$ cat config.mk
export PLATFORM = sky130hd
export DESIGN_NAME = taint_event_monitor
export DESIGN_NICKNAME = d
export VERILOG_FILES = /design/src/rtl/taint_mon_pkg.sv /design/src/rtl/taint_mon_channel.sv /design/src/rtl/taint_event_monitor.sv
export SDC_FILE = /design/constraint.sdc
export NUM_CORES = 1
export LEC_CHECK = 0
export CAP_MARGIN = 0
export CORE_MARGIN = 2
export CORE_UTILIZATION = 35
export CTS_CLUSTER_SIZE = 12
export DETAILED_ROUTE_END_ITERATION = 7
export GPL_TIMING_DRIVEN = 0
export HOLD_SLACK_MARGIN = 0.06
export PLACE_DENSITY = 0.7
export SLEW_MARGIN = 20
export SYNTH_ARGS = -nofsm -noshare
export SYNTH_HDL_FRONTEND = slang
export SYNTH_SLANG_ARGS = --single-unit
export TNS_END_PERCENT = 10
$ cat constraint.sdc
create_clock -name clk_i -period 17.81 [get_ports clk_i]
set_clock_uncertainty 0.2 [all_clocks]
set_input_delay 4.4525 -clock clk_i [delete_from_list [all_inputs] [get_ports clk_i]]
set_output_delay 4.4525 -clock clk_i [all_outputs]
set_load 0.005 [all_outputs]
$ cat src/rtl/taint_mon_pkg.sv
// Shared types for the taint event monitor: FSM states, event indices, cause codes
// and the per-channel decoded-event bundle.
package taint_mon_pkg;

  typedef enum logic [1:0] {
    StIdle  = 2'd0,
    StRun   = 2'd1,
    StDrain = 2'd2,
    StDone  = 2'd3
  } state_e;

  localparam int NumEvents   = 6;
  localparam int EvStop      = 0;
  localparam int EvTrap      = 1;
  localparam int EvBusTaint  = 2;
  localparam int EvPcTaint   = 3;
  localparam int EvPcX       = 4;
  localparam int EvAddrTaint = 5;

  typedef enum logic [2:0] {
    CauseNone    = 3'd0,
    CauseSimlen  = 3'd1,
    CauseStop    = 3'd2,
    CauseTrap    = 3'd3,
    CausePcTaint = 3'd4,
    CausePcX     = 3'd5
  } cause_e;

  typedef struct packed {
    logic stop;
    logic trap;
    logic bus_taint;
    logic addr_taint;
    logic wdata_taint;
  } ch_ev_t;

endpackage

$ cat src/rtl/taint_mon_channel.sv
// Combinational event decode for one monitored memory port; zero latency,
// no flow control (pure observer).
module taint_mon_channel
  import taint_mon_pkg::*;
#(
  parameter int AddrWidth = 15,
  parameter int DataWidth = 32,
  parameter int StopAddr  = 0,
  parameter int TrapAddr  = 8
) (
  input  logic                 req_i,
  input  logic                 we_i,
  input  logic [AddrWidth-1:0] addr_i,
  input  logic [AddrWidth-1:0] addr_t0_i,
  input  logic [DataWidth-1:0] wdata_t0_i,
  input  logic [DataWidth-1:0] rdata_t0_i,
  output ch_ev_t               ev_o
);

  logic wr;

  assign wr               = req_i & we_i;
  assign ev_o.stop        = wr && (addr_i == AddrWidth'(StopAddr));
  assign ev_o.trap        = wr && (addr_i == AddrWidth'(TrapAddr));
  assign ev_o.bus_taint   = |rdata_t0_i;
  assign ev_o.addr_taint  = |addr_t0_i;
  assign ev_o.wdata_taint = |wdata_t0_i;

endmodule

$ cat src/rtl/taint_event_monitor.sv
// Run-control and sticky taint-event recorder; all outputs registered (one edge after
// the observed cycle). Pure observer: never stalls the monitored ports.
module taint_event_monitor
  import taint_mon_pkg::*;
#(
  parameter int NumChannels  = 2,
  parameter int AddrWidth    = 15,
  parameter int DataWidth    = 32,
  parameter int CntWidth     = 32,
  parameter int DrainCycles  = 50,
  parameter int WarmupCycles = 10,
  parameter int StopAddr     = 0,
  parameter int TrapAddr     = 8
) (
  input  logic                                  clk_i,
  input  logic                                  rst_i,
  input  logic                                  enable_i,
  input  logic [CntWidth-1:0]                   simlen_i,
  input  logic                                  stop_on_trap_i,
  input  logic [NumChannels-1:0]                ch_req_i,
  input  logic [NumChannels-1:0]                ch_we_i,
  input  logic [NumChannels-1:0][AddrWidth-1:0] ch_addr_i,
  input  logic [NumChannels-1:0][AddrWidth-1:0] ch_addr_t0_i,
  input  logic [NumChannels-1:0][DataWidth-1:0] ch_wdata_t0_i,
  input  logic [NumChannels-1:0][DataWidth-1:0] ch_rdata_t0_i,
  input  logic [31:0]                           pc_t0_i,
  input  logic                                  pc_x_i,
  output logic                                  done_o,
  output logic [2:0]                            cause_o,
  output logic [NumEvents-1:0]                  event_flags_o,
  output logic [NumEvents-1:0][CntWidth-1:0]    event_cycle_o,
  output logic [CntWidth-1:0]                   cycle_o,
  output logic                                  dest_tainted_o
);

  state_e                             state_q, state_d;
  cause_e                             cause_q, cause_d, trig_cause;
  logic [CntWidth-1:0]                cycle_q, cycle_d;
  logic [CntWidth-1:0]                drain_q, drain_d;
  logic [NumEvents-1:0]               flags_q, flags_d;
  logic [NumEvents-1:0][CntWidth-1:0] stamp_q, stamp_d;
  logic                               dest_q, dest_d;

  ch_ev_t [NumChannels-1:0] ch_ev;
  logic [NumEvents-1:0]     ev;
  logic                     stop_wtaint;
  logic                     active;
  logic                     simlen_hit;

  for (genvar g = 0; g < NumChannels; g++) begin : g_ch
    taint_mon_channel #(
      .AddrWidth(AddrWidth),
      .DataWidth(DataWidth),
      .StopAddr (StopAddr),
      .TrapAddr (TrapAddr)
    ) u_ch (
      .req_i     (ch_req_i[g]),
      .we_i      (ch_we_i[g]),
      .addr_i    (ch_addr_i[g]),
      .addr_t0_i (ch_addr_t0_i[g]),
      .wdata_t0_i(ch_wdata_t0_i[g]),
      .rdata_t0_i(ch_rdata_t0_i[g]),
      .ev_o      (ch_ev[g])
    );
  end

  // Descending scan so the lowest-index stopping channel supplies the write taint.
  always_comb begin
    ev          = '0;
    stop_wtaint = 1'b0;
    for (int i = NumChannels - 1; i >= 0; i--) begin
      ev[EvStop]      = ev[EvStop]      | ch_ev[i].stop;
      ev[EvTrap]      = ev[EvTrap]      | ch_ev[i].trap;
      ev[EvBusTaint]  = ev[EvBusTaint]  | ch_ev[i].bus_taint;
      ev[EvAddrTaint] = ev[EvAddrTaint] | ch_ev[i].addr_taint;
      if (ch_ev[i].stop) begin
        stop_wtaint = ch_ev[i].wdata_taint;
      end
    end
    ev[EvPcTaint] = |pc_t0_i;
    ev[EvPcX]     = pc_x_i && (cycle_q >= CntWidth'(WarmupCycles));
  end

  always_comb begin
    trig_cause = CauseNone;
    if (ev[EvStop]) begin
      trig_cause = CauseStop;
    end else if (ev[EvTrap] && stop_on_trap_i) begin
      trig_cause = CauseTrap;
    end else if (ev[EvPcTaint]) begin
      trig_cause = CausePcTaint;
    end else if (ev[EvPcX]) begin
      trig_cause = CausePcX;
    end
  end

  assign active     = (state_q == StRun) || (state_q == StDrain);
  assign simlen_hit = (simlen_i != '0) && (cycle_q == simlen_i - CntWidth'(1));

  always_comb begin
    state_d = state_q;
    cycle_d = cycle_q;
    drain_d = drain_q;
    cause_d = cause_q;
    flags_d = flags_q;
    stamp_d = stamp_q;
    dest_d  = dest_q;

    if (active) begin
      if (cycle_q != '1) begin
        cycle_d = cycle_q + CntWidth'(1);
      end
      for (int e = 0; e < NumEvents; e++) begin
        if (ev[e] && !flags_q[e]) begin
          flags_d[e] = 1'b1;
          stamp_d[e] = cycle_q;
        end
      end
      if (ev[EvStop] && !flags_q[EvStop]) begin
        dest_d = stop_wtaint;
      end
    end

    case (state_q)
      StIdle: begin
        if (enable_i) begin
          state_d = StRun;
        end
      end
      StRun: begin
        // The cycle limit wins over any trigger seen in the same cycle.
        if (simlen_hit) begin
          state_d = StDone;
          cause_d = CauseSimlen;
        end else if (trig_cause != CauseNone) begin
          state_d = StDrain;
          drain_d = CntWidth'(DrainCycles);
          cause_d = trig_cause;
        end
      end
      StDrain: begin
        if (simlen_hit || (drain_q == '0)) begin
          state_d = StDone;
        end else begin
          drain_d = drain_q - CntWidth'(1);
        end
      end
      default: ;
    endcase
  end

  always_ff @(posedge clk_i or posedge rst_i) begin
    if (rst_i) begin
      state_q <= StIdle;
      cycle_q <= '0;
      drain_q <= '0;
      cause_q <= CauseNone;
      flags_q <= '0;
      stamp_q <= '0;
      dest_q  <= 1'b0;
    end else begin
      state_q <= state_d;
      cycle_q <= cycle_d;
      drain_q <= drain_d;
      cause_q <= cause_d;
      flags_q <= flags_d;
      stamp_q <= stamp_d;
      dest_q  <= dest_d;
    end
  end

  assign done_o         = (state_q == StDone);
  assign cause_o        = cause_q;
  assign event_flags_o  = flags_q;
  assign event_cycle_o  = stamp_q;
  assign cycle_o        = cycle_q;
  assign dest_tainted_o = dest_q;

endmodule

==> PnR_summary.wiki, run 1 <==
{| class="wikitable"
! Metric !! Value
|-
| Cell area reported after detailed placement || 18500 sq um
|-
| Die area || a little under 40000 sq um
|-
| Detailed-route via count || 11600
|-
| Floorplan core area || 36400 sq um
|-
| # nets final || 1929
|-
| Placement Rows || 70
|-
| Timing-limited maximum frequency || 0.120 GHz
|-
| Power share of the clock group || 46.0%
|-
| Critical path fanouts, max || 10
|-
| Slew margin rel. || around 24%
|-
| Total GRT Usage || 25.2%
|-
| Leakage power total || 0.00830 uW
|-
| Post-synthesis sequential area ratio || 51.9%
|-
| Multi-input gate area in the final layout || just under 6000 sq um
|-
| Count leader, synth || sky130_fd_sc_hd__dfrtp_1
|-
| Delay of the slowest cell on the worst path || 750 ps
|-
| Slew of the pin with the lowest slew margin || approximately 1100 ps
|-
| Register bit count reported by yosys || 268
|-
| Switching portion of total power || a little under a quarter
|-
| Hold Violations, Final || 0
|-
| Count of placed standard cells in the final layout, fillers left out || 2154
|-
| Instance count of the mapped netlist || 1132
|-
| Proportion of register bits with asynchronous set or reset after synthesis || 100%
|-
| Initial Util || 35.5%
|-
| Number of maximum-capacitance violations || 0
|-
| Average routed wire per standard cell || 22.8 um
|-
| Die outline height || 196 um
|-
| Fraction of layout cells with a size suffix above 1 || 15.5%
|-
| Number of levels in the clock H-tree || 1
|-
| Horizontal die dimension || around 200 um
|-
| Series of cell instances along the critical path || clkdlybuf4s50_1, nor4_1, nand4_1, nor4_1, xnor2_1, a2111oi_0, nand4_1, nor3_4, buf_2, nor4_1, or3_1
|-
| Critical path endpoint category || register
|-
| DRC Markers || 0
|-
| Net Count, Synth || 1401
|-
| Post-Route WL || slightly below 50000 um
|-
| Setup TNS after final layout || 0 ps
|-
| Antenna violations before repair || 11
|-
| Warnings from Yosys || 0
|-
| Fill count || 3271
|-
| Sw Pwr || roughly 300 uW
|-
| Half-perimeter wire length of the detailed placement result || 37300 um
|-
| Run status || finished clean
|-
| WP data required || between 15000 and 20000 ps
|-
| Arrival time at the worst endpoint || between 8000 and 9000 ps
|-
| Longest Clk Path Bufs || 3
|-
| Power density over cell area || 66.8 nW/um^2
|-
| Clock sink count || 268
|-
| TritonCTS clock tree || built
|-
| Total of hold buffers inserted after clock tree synthesis || 0
|-
| Cell at the root of the clock tree || sky130_fd_sc_hd__clkbuf_16
|-
| Worst IR Drop VDD || 0.0811 mV
|-
| WS Path Type || input pin to register
|-
| RePlAce Congestion || between 0.8 and 0.9
|-
| Proportion of netlist area held by the largest area contributor || a little over 50%
|-
| Remaining antenna violation count || 0
|-
| Synth top area cells || sky130_fd_sc_hd__dfrtp_1, sky130_fd_sc_hd__mux2_2, sky130_fd_sc_hd__nor4_1
|-
| Cell seen most often among critical-path stages || sky130_fd_sc_hd__nor4_1
|-
| Flop pwr share || 46.8%
|-
| Layout Area Growth over Synthesis || 50.8%
|-
| Internal power || 1000 uW
|-
| Number of distinct library cells after synthesis || 66
|-
| Time the final worst path needs with I/O delays and setup || roughly 8300 ps
|-
| Mapped Area || roughly 13000 sq um
|-
| Total CTS buffers || 30
|-
| Clock-pin slew reported for the worst setup and hold paths after clock tree synthesis || 60 ps
|-
| Number of global-route vias before repair || 12000
|-
| Most instantiated flip-flop cell in the synthesis netlist || sky130_fd_sc_hd__dfrtp_1
|-
| TritonRoute pass-1 iters || 6
|-
| First-pass GRT wire length || 74100 um
|-
| Buffers inserted by post-CTS timing repair || 0
|-
| Worst hold slack after final layout || approximately 280 ps
|-
| Buffers added on ports || 493
|-
| Number of placed cells counting well taps || 2096
|-
| Count of final max-slew check failures || 0
|-
| Part of the total power dissipated in combinational logic || 7.2%
|-
| Number of synthesized flops with an enable pin || 0
|-
| Mean Syn Cell Area || 11.4 sq um
|-
| Resize count post-CTS || 0
|-
| Setup violations, final || 0
|-
| Pin count of the biggest net entering global routing || 103
|-
| Insertion delay of the later-clocked pin in the worst-skew pair || 590 ps
|-
| Area of all placed cells without fillers || 19500 sq um
|-
| Critical Path Start Type || input pin
|-
| Post-detailed-route via-to-cell ratio || approximately 5.4
|-
| Unrepaired setup endpoints after global routing || false
|-
| Min-Delay Path Class || register to register
|-
| Standard cell with the maximum stage delay on the critical path || sky130_fd_sc_hd__nor4_1
|-
| Leading post-synthesis cells by instance count || sky130_fd_sc_hd__dfrtp_1, sky130_fd_sc_hd__mux2_2, sky130_fd_sc_hd__nor4_1
|-
| Final worst-path cycle share || a little under half
|-
| GRT Residual Overflow || 0
|-
| Cell type with the largest total area after synthesis || sky130_fd_sc_hd__dfrtp_1
|-
| Number of DRC markers after the initial detailed-route iteration || 703
|-
| FF+latch area || 6710 sq um
|-
| I/O pins || 496
|}
cells in the final DEF, fill, tap and decap left out, types with 5 or more instances in the layout:
cell and count:
sky130_fd_sc_hd__clkdlybuf4s50_1 493, sky130_fd_sc_hd__dfrtp_1 268, sky130_fd_sc_hd__mux2_2 180, sky130_fd_sc_hd__nor4_1 76, sky130_fd_sc_hd__clkbuf_1 66, sky130_fd_sc_hd__nand2_1 51, sky130_fd_sc_hd__xnor2_1 45, sky130_fd_sc_hd__nor2_1 40
sky130_fd_sc_hd__a21oi_1 39, sky130_fd_sc_hd__or4_1 30, sky130_fd_sc_hd__clkbuf_16 30, sky130_fd_sc_hd__nor3_1 29, sky130_fd_sc_hd__o21ai_0 27, sky130_fd_sc_hd__nand4_1 26, sky130_fd_sc_hd__or3_1 24, sky130_fd_sc_hd__nand3_1 23
sky130_fd_sc_hd__inv_1 23, sky130_fd_sc_hd__xor2_1 23, sky130_fd_sc_hd__o31ai_1 20, sky130_fd_sc_hd__nand2b_1 10, sky130_fd_sc_hd__buf_2 9, sky130_fd_sc_hd__o41ai_1 8, sky130_fd_sc_hd__nand4b_1 8, sky130_fd_sc_hd__ha_1 8
sky130_fd_sc_hd__clkinv_2 8, sky130_fd_sc_hd__and4_1 7, sky130_fd_sc_hd__or2_2 6, sky130_fd_sc_hd__diode_2 5, sky130_fd_sc_hd__a22oi_1 5, sky130_fd_sc_hd__a211oi_1 5, sky130_fd_sc_hd__o21bai_1 5, sky130_fd_sc_hd__a31oi_1 5
routing by layer:
| metal | up-vias | routed length (um) | GRT usage, % | share of wire [%] |
|---|---|---|---|---|
| met5 | - | 29 | 0 | 0.059 |
| met4 | 4 | 1470 | 7.24 | 3.0 |
| met3 | 93 | 5550 | 10.6 | 11 |
| met2 | 484 | 21700 | 38.4 | 44 |
| met1 | 5707 | 20300 | 32.9 | 41 |
| li1 | 5268 | - | - | - |
cell families (layout without fill, tap and decap cells):
logic type / Yosys count / in the layout / share of synthesized area [%]
and+or+nand+nor: 355 / 355 / 16.0
DFF: 268 / 268 / 51.9
muxes: 184 / 184 / 16.0
AOI/OAI and AO/OA: 150 / 150 / 7.65
buffers and inverters: 99 / 648 / 3.01
xor gates and xnor gates: 68 / 68 / 4.61
adders and majority gates: 8 / 8 / 0.775
other: 0 / 5 / 0
worst max-delay path, delay by kind of cell:
kind                   cells  cell delay (ps)
AND/OR/NAND/NOR            7             2820
AO/OA/AOI/OAI              1              350
XOR/XNOR                   1              120
buffers and inverters      2              820
stage by stage:
stage	power, uW	utilization (%)	setup WS, ps
4_1_cts	1310	53.4	9600
5_1_grt	1350	53.5	9020
3_3_place_gp	711	50.6	2260
3_5_place_dp	714	50.8	9000
2_1_floorplan	643	-	5780
6_report	1300	53.5	9480
final timing paths:
| path | slack, ps | endpoint | cells past startpoint | start |
|---|---|---|---|---|
| worst max-delay path | 9480 | drain_q[5]$_DFFE_PP0P_ | 11 | simlen_i[4] |
| worst min-delay path | 280 | event_cycle_o[160]$_DFFE_PP0P_ | 2 | event_cycle_o[160]$_DFFE_PP0P_ |
| worst max register to register | 13490 | drain_q[0]$_DFFE_PP0P_ | 10 | cycle_o[5]$_DFFE_PP0P_ |
| worst min register to register | 280 | event_cycle_o[160]$_DFFE_PP0P_ | 2 | event_cycle_o[160]$_DFFE_PP0P_ |
| max in group asynchronous | 12350 | event_cycle_o[121]$_DFFE_PP0P_ | 3 | rst_i |
| min in group asynchronous | 4120 | event_cycle_o[39]$_DFFE_PP0P_ | 2 | rst_i |
area by class of cell:
cell class / instances / share of cell area (%)
Tap cell: 468 / 3.01
Inverter: 25 / 0.520
Sequential cell: 268 / 34.4
Clock buffer: 40 / 4.20
Multi-Input combinational cell: 765 / 30.0
Clock inverter: 13 / 0.629
Timing Repair Buffer: 496 / 25.6
Antenna cell: 5 / 0.0642
Buffer: 74 / 1.52
power groups by stage:
stage / Clock (uW) / Sequential, uW / Combinational (uW)
2_1_floorplan: 0 / 620 / 22.7
4_1_cts: 609 / 609 / 94.1
5_1_grt: 636 / 608 / 101
3_3_place_gp: 0 / 620 / 90.4
3_5_place_dp: 0 / 620 / 93.6
6_report: 598 / 609 / 93.8
flip-flops by register name, indices dropped and copies added, names as in the netlist:
| register | count |
|---|---|
| event_flags_o | 6 |
| drain_q | 32 |
| event_cycle_o | 192 |
| cycle_o | 32 |
| cause_o | 3 |
| dest_tainted_o | 1 |
| state_q | 2 |
Note: power is estimated with default switching activity, not from simulation.
==> run 2: changes to the inputs <==
- PLACE_DENSITY: 0.7 -> 0.73
- clock period: 17.81 -> 7.65 ns (I/O delays scaled with it)
==> run 2 against run 1 <==
Net effect:
- count of clock-buffer cells in the layout is 1 higher
- combinational power grew 140%
- worst hold slack worse by 6.9 ps
- critical path depth is 1 higher
- critical endpoint is now drain_q[15]$_DFFE_PP0P_
==> PnR_summary.wiki, run 2 (same netlist as run 1, synthesis figures left out) <==
{| class="wikitable"
! Metric !! Value
|-
| Leakage power total || 0.00836 uW
|-
| Total CTS buffers || 29
|-
| Half-perimeter wire length of the detailed placement result || 38100 um
|-
| Placement Rows || 70
|-
| Count of final max-slew check failures || 0
|-
| Critical path endpoint category || register
|-
| Floorplan core area || around 36000 sq um
|-
| Total of hold buffers inserted after clock tree synthesis || 0
|-
| # nets final || 1935
|-
| Antenna violations before repair || 9
|-
| Area of all placed cells without fillers || 19600 sq um
|-
| Power density over cell area || between 150 and 200 nW/um^2
|-
| Number of global-route vias before repair || 11900
|-
| Slew margin rel. || between 20% and 30%
|-
| Critical path fanouts, max || 10
|-
| Min-Delay Path Class || register to register
|-
| Longest Clk Path Bufs || 3
|-
| Cell area reported after detailed placement || 18700 sq um
|-
| Worst IR Drop VDD || slightly below 0.2 mV
|-
| TritonCTS clock tree || built
|-
| Met1 WL || 20800 um
|-
| Routed met3 length || 5550 um
|-
| Arrival time at the worst endpoint || between 6000 and 7000 ps
|-
| First-pass GRT wire length || 73500 um
|-
| Average routed wire per standard cell || 23.0 um
|-
| Series of cell instances along the critical path || clkdlybuf4s50_1, nor4_1, nand4_1, nor4_1, xnor2_1, a2111oi_0, nand4_1, nor3_4, buf_2, buf_4, o31ai_1, a21oi_1
|-
| RePlAce Congestion || 0.907
|-
| Run status || finished clean
|-
| I/O pins || ~500
|-
| TritonRoute pass-1 iters || 5
|-
| WS Path Type || input pin to register
|-
| Final worst-path cycle share || 76.3%
|-
| Post-layout utilization of the core || 53.8%
|-
| Wire length on met2 || 21700 um
|-
| Buffers added on ports || 493
|-
| Commonest cells after routing, fill and taps aside || sky130_fd_sc_hd__clkdlybuf4s50_1, sky130_fd_sc_hd__dfrtp_1, sky130_fd_sc_hd__mux2_2, sky130_fd_sc_hd__nor4_1, sky130_fd_sc_hd__clkbuf_1
|-
| Insertion delay of the later-clocked pin in the worst-skew pair || 580 ps
|-
| Number of DRC markers after the initial detailed-route iteration || 908
|-
| Resize count post-CTS || 0
|-
| Detailed-route via count || 11600
|-
| Post-detailed-route via-to-cell ratio || 5.39
|-
| Layout Area Growth over Synthesis || 51.7%
|-
| WP data required || 7930 ps
|-
| Setup violations, final || 0
|-
| Unrepaired setup endpoints after global routing || false
|-
| DRC Markers || 0
|-
| Hold Violations, Final || 0
|-
| GRT Residual Overflow || 0
|-
| Post-Route WL || slightly below 50000 um
|-
| Post-layout power || 3040 uW
|-
| Buffers inserted by post-CTS timing repair || 0
|-
| Total GRT Usage || 25.1%
|-
| Most common cell after layout, fill and taps aside || sky130_fd_sc_hd__clkdlybuf4s50_1
|-
| Number of placed cells counting well taps || 2103
|-
| Slew of the pin with the lowest slew margin || 1190 ps
|-
| Number of levels in the clock H-tree || 1
|-
| Standard cell with the maximum stage delay on the critical path || sky130_fd_sc_hd__nor4_1
|-
| Setup TNS after final layout || 0 ps
|-
| Horizontal die dimension || 196 um
|-
| Count of placed standard cells in the final layout, fillers left out || 2158
|-
| Number of maximum-capacitance violations || 0
|-
| Timing-limited maximum frequency || 0.171 GHz
|-
| Fill count || 3133
|-
| Uppermost routed layer || met5
|-
| Max reg flops || 192
|-
| Critical Path Start Type || input pin
|-
| Clock-pin slew reported for the worst setup and hold paths after clock tree synthesis || 60 ps
|-
| Remaining antenna violation count || 0
|-
| Cell at the root of the clock tree || sky130_fd_sc_hd__clkbuf_16
|-
| Initial Util || a little over a third
|-
| Die area || 38500 sq um
|-
| Pin count of the biggest net entering global routing || 34
|-
| Clock sink count || about 270
|-
| Time the final worst path needs with I/O delays and setup || 5840 ps
|-
| Fraction of layout cells with a size suffix above 1 || 15.6%
|-
| Delay of the slowest cell on the worst path || 720 ps
|-
| Die outline height || 196 um
|}
[run 2: critical path, delay by kind of cell]
kind / cells / cell delay [ps]
AND/OR/NAND/NOR: 5 / 2420
XOR/XNOR: 1 / 120
buffers and inverters: 3 / 1050
AO/OA/AOI/OAI: 3 / 590
[run 2: worst paths after layout]
path,start,endpoint,slack (ps),cells after the start
max,simlen_i[4],drain_q[15]$_DFFE_PP0P_,1810,12
min,event_cycle_o[24]$_DFFE_PP0P_,event_cycle_o[24]$_DFFE_PP0P_,280,2
max reg2reg,cycle_o[28]$_DFFE_PP0P_,drain_q[15]$_DFFE_PP0P_,3220,10
min reg2reg,event_cycle_o[24]$_DFFE_PP0P_,event_cycle_o[24]$_DFFE_PP0P_,280,2
max in group asynchronous,rst_i,event_cycle_o[156]$_DFFE_PP0P_,4230,7
min in group asynchronous,rst_i,event_cycle_o[72]$_DFFE_PP0P_,1570,2
[run 2: report_power, final]
part,leakage (uW),switching (uW),internal [uW]
Clock,0.000450,587,803
Combinational,0.00421,84.8,143
Sequential,0.00370,0.000522,1420
Total,0.00836,672,2360
[run 2: metrics by stage]
stage	setup WS, ps	hold slack [ps]
2_1_floorplan	2000	266
3_3_place_gp	-3.19	263
3_5_place_dp	1270	269
4_1_cts	1870	285
5_1_grt	1420	308
6_report	1810	277
[run 2: layout make-up]
class                      count  area, sq um  area share [%]
clock inverter                 8          111           0.568
buffer                        74          295            1.51
clock buffer                  41          811            4.14
inverter                      25         97.6           0.498
multi-input combinational    765         5840            29.8
sequential                   268         6710            34.2
timing repair buffer         503         5140            26.2
antenna                        6         15.0          0.0766
tap                          468          586            2.99
[run 2: metal layers]
layer,up-vias,GRT usage (%)
met5,-,0
met4,8,8.16
met3,106,10.6
met2,482,37.7
met1,5753,32.7
li1,5284,-
==> run 3: changes to the inputs <==
- PLACE_DENSITY: 0.73 -> 0.7
- clock period: 7.65 -> 5.4 ns (I/O delays scaled with it)
==> run 3 against run 2 <==
Net effect:
- final cell count up 0.23%
- worst hold slack better by 5.1 ps
- utilization up 0.24 points
- register-to-register slack worse by 2300 ps
- setup slack worse by 1500 ps
- sequential share of layout area down 0.15 points
- global-route usage up 0.26 points
- first-iteration DRC count down 11%
- critical path type unchanged
==> PnR_summary.wiki, run 3 (same netlist as run 1, synthesis figures left out) <==
{| class="wikitable"
! Metric !! Value
|-
| Run status || finished clean
|-
| Series of cell instances along the critical path || clkdlybuf4s50_1, or4_1, buf_2, or4_4, nor4_1, xnor2_1, o211ai_1, or4_4, nor3_4, buf_2, buf_4, o31ai_1, a21oi_1
|-
| First-pass GRT wire length || 74800 um
|-
| Logic depth of the worst register-to-register path || 10
|-
| Average routed wire per standard cell || 22.8 um
|-
| Longest Clk Path Bufs || 3
|-
| Hold Violations, Final || 0
|-
| Depth of the worst hold-timing path || 2
|-
| Die outline height || 196 um
|-
| Delay of the slowest cell on the worst path || around 560 ps
|-
| TritonRoute pass-1 iters || 6
|-
| Time the final worst path needs with I/O delays and setup || 5120 ps
|-
| Slew of the pin with the lowest slew margin || 1150 ps
|-
| Cell at the root of the clock tree || sky130_fd_sc_hd__clkbuf_16
|-
| Standard cell with the maximum stage delay on the critical path || sky130_fd_sc_hd__or4_4
|-
| Post-Route WL || a little under 50000 um
|-
| Arrival time at the worst endpoint || about 5400 ps
|-
| Most common cell after layout, fill and taps aside || sky130_fd_sc_hd__clkdlybuf4s50_1
|-
| Setup TNS after final layout || 0 ps
|-
| Pin count of the biggest net entering global routing || 35
|-
| I/O pins || 496
|-
| Clock sink count || 268
|-
| Combined buffer and inverter count along the critical path || 4
|-
| Placement Rows || 70
|-
| WS Path Type || input pin to register
|-
| Total CTS buffers || 30
|-
| Reg-to-reg slack, setup || about 930 ps
|-
| Worst setup timing slack at the placement stage || -492 ps
|-
| Remaining antenna violation count || 0
|-
| Total GRT Usage || 25.4%
|-
| Critical R2R Capture || drain_q[0]$_DFFE_PP0P_
|-
| Insertion delay of the later-clocked pin in the worst-skew pair || 590 ps
|-
| Timing-limited maximum frequency || 0.195 GHz
|-
| Min-Delay Path Class || register to register
|-
| Number of maximum-capacitance violations || 0
|-
| Worst path top cell family by delay || simple AND/OR/NAND/NOR gates
|-
| Commonest cells after routing, fill and taps aside || sky130_fd_sc_hd__clkdlybuf4s50_1, sky130_fd_sc_hd__dfrtp_1, sky130_fd_sc_hd__mux2_2, sky130_fd_sc_hd__nor4_1, sky130_fd_sc_hd__clkbuf_1
|-
| Min-Delay Endpoint || event_cycle_o[96]$_DFFE_PP0P_
|-
| Number of DRC markers after the initial detailed-route iteration || 805
|-
| Worst IR Drop VDD || 0.272 mV
|-
| Number of placed cells counting well taps || ~2100
|-
| Die area || 38500 sq um
|-
| Setup violations, final || 0
|-
| RePlAce Congestion || 0.919
|-
| Final worst-path cycle share || around 95%
|-
| Horizontal die dimension || roughly 200 um
|-
| Antenna violations before repair || 7
|-
| TritonCTS clock tree || built
|-
| Number of global-route vias before repair || 11900
|-
| Critical path endpoint category || register
|-
| Detailed-route via count || 11600
|-
| # nets final || 1938
|-
| WP data required || ~5700 ps
|-
| Critical path fanouts, max || 10
|-
| GRT Residual Overflow || 0
|-
| Fraction of layout cells with a size suffix above 1 || 16.1%
|-
| Cell area reported after detailed placement || ~19000 sq um
|-
| Buffers added on ports || 493
|-
| Count of placed standard cells in the final layout, fillers left out || 2163
|-
| Worst-case setup margin in the final layout || 277 ps
|-
| Initial Util || 35.5%
|-
| Min-delay src || event_cycle_o[96]$_DFFE_PP0P_
|-
| Count of final max-slew check failures || 0
|-
| Unrepaired setup endpoints after global routing || false
|-
| Power density over cell area || 219 nW/um^2
|-
| Leakage power total || roughly 0.0084 uW
|-
| Slew margin rel. || 23.1%
|-
| Beginning of the worst register-to-register path || cycle_o[29]$_DFFE_PP0P_
|-
| Post-detailed-route via-to-cell ratio || 5.35
|-
| Number of levels in the clock H-tree || 1
|-
| Max reg flops || around 190
|-
| Area of all placed cells without fillers || 19700 sq um
|-
| DRC Markers || 0
|-
| Floorplan core area || 36400 sq um
|-
| Layout Area Growth over Synthesis || 52.4%
|-
| Half-perimeter wire length of the detailed placement result || 37900 um
|-
| Clock-pin slew reported for the worst setup and hold paths after clock tree synthesis || 60 ps
|-
| Critical Path Start Type || input pin
|}
[run 3: cell count changes in the layout (fill, tap and decap cells not counted)]
cell	delta
sky130_fd_sc_hd__clkbuf_16	+1
sky130_fd_sc_hd__clkinv_2	+6
sky130_fd_sc_hd__clkinvlp_4	+1
sky130_fd_sc_hd__buf_12	-2
sky130_fd_sc_hd__nor4_2	+2
sky130_fd_sc_hd__clkbuf_1	-1
sky130_fd_sc_hd__clkinv_4	-1
sky130_fd_sc_hd__clkinv_16	+1
sky130_fd_sc_hd__buf_4	+1
sky130_fd_sc_hd__buf_16	+3
sky130_fd_sc_hd__bufinv_16	-1
sky130_fd_sc_hd__diode_2	-2
sky130_fd_sc_hd__inv_16	-1
sky130_fd_sc_hd__nor4_1	-2
[run 3: cell type report]
type / instances / area [sq um]
Fill cell: 3200 / 16700
Sequential cell: 268 / 6710
Multi-Input combinational cell: 765 / 5850
Timing Repair Buffer: 505 / 5190
Clock buffer: 41 / 832
Tap cell: 468 / 586
Buffer: 74 / 295
Clock inverter: 13 / 120
Inverter: 25 / 97.6
Antenna cell: 4 / 10.0
[run 3: where the power goes]
part / switching, uW / internal [uW] / total, uW
clock network: 859 / 1130 / 1990
logic: 119 / 206 / 325
registers: 0.00100 / 2010 / 2010
total: 979 / 3340 / 4320
[run 3: how the worst max path moves through the flow]
stage / from / to / cells past startpoint
floorplan: rst_i / cause_o[0]$_DFFE_PP0P_ / 1
detailed placement: simlen_i[4] / drain_q[25]$_DFFE_PP0P_ / 12
global route: simlen_i[0] / drain_q[10]$_DFFE_PP0P_ / 14
global placement: rst_i / event_cycle_o[157]$_DFFE_PP0P_ / 2
finish: simlen_i[4] / drain_q[25]$_DFFE_PP0P_ / 13
CTS: simlen_i[4] / drain_q[25]$_DFFE_PP0P_ / 12
[run 3: worst reg2reg max path: stages (launching register included)]
cell and delay [ps]:
sky130_fd_sc_hd__dfrtp_1 370, sky130_fd_sc_hd__clkbuf_1 330, sky130_fd_sc_hd__nor4_1 470, sky130_fd_sc_hd__nand3_1 240, sky130_fd_sc_hd__o31ai_2 720, sky130_fd_sc_hd__nand4_1 270, sky130_fd_sc_hd__o211ai_1 530, sky130_fd_sc_hd__clkbuf_1 410
sky130_fd_sc_hd__clkbuf_1 470, sky130_fd_sc_hd__nor2_1 140, sky130_fd_sc_hd__a22o_1 220
[run 3: metrics by stage]
step           power (uW)  hold slack, ps  util [%]
3_3_place_gp         2340             263      50.6
6_report             4320             282      54.0
3_5_place_dp         2370             274      51.3
5_1_grt              4470             317      54.0
2_1_floorplan        2120             266         -
4_1_cts              4370             290      53.9
[run 3: what timing repair did]
action	in CTS	in global routing
buffers inserted	0	2
hold buffers	0	0
setup endpoints to repair	0	35
hold endpoints to repair	0	0
resized for setup	0	2
[run 3: routing by layer]
metal / track usage, % / wire [um] / part of all wire [%] / up-vias
li1: - / - / - / 5299
met1: 33.7 / 21200 / 43 / 5722
met2: 39.6 / 22200 / 45 / 468
met3: 9.44 / 4920 / 10 / 77
met4: 5.72 / 969 / 2.0 / 8
met5: 0 / 47 / 0.095 / -
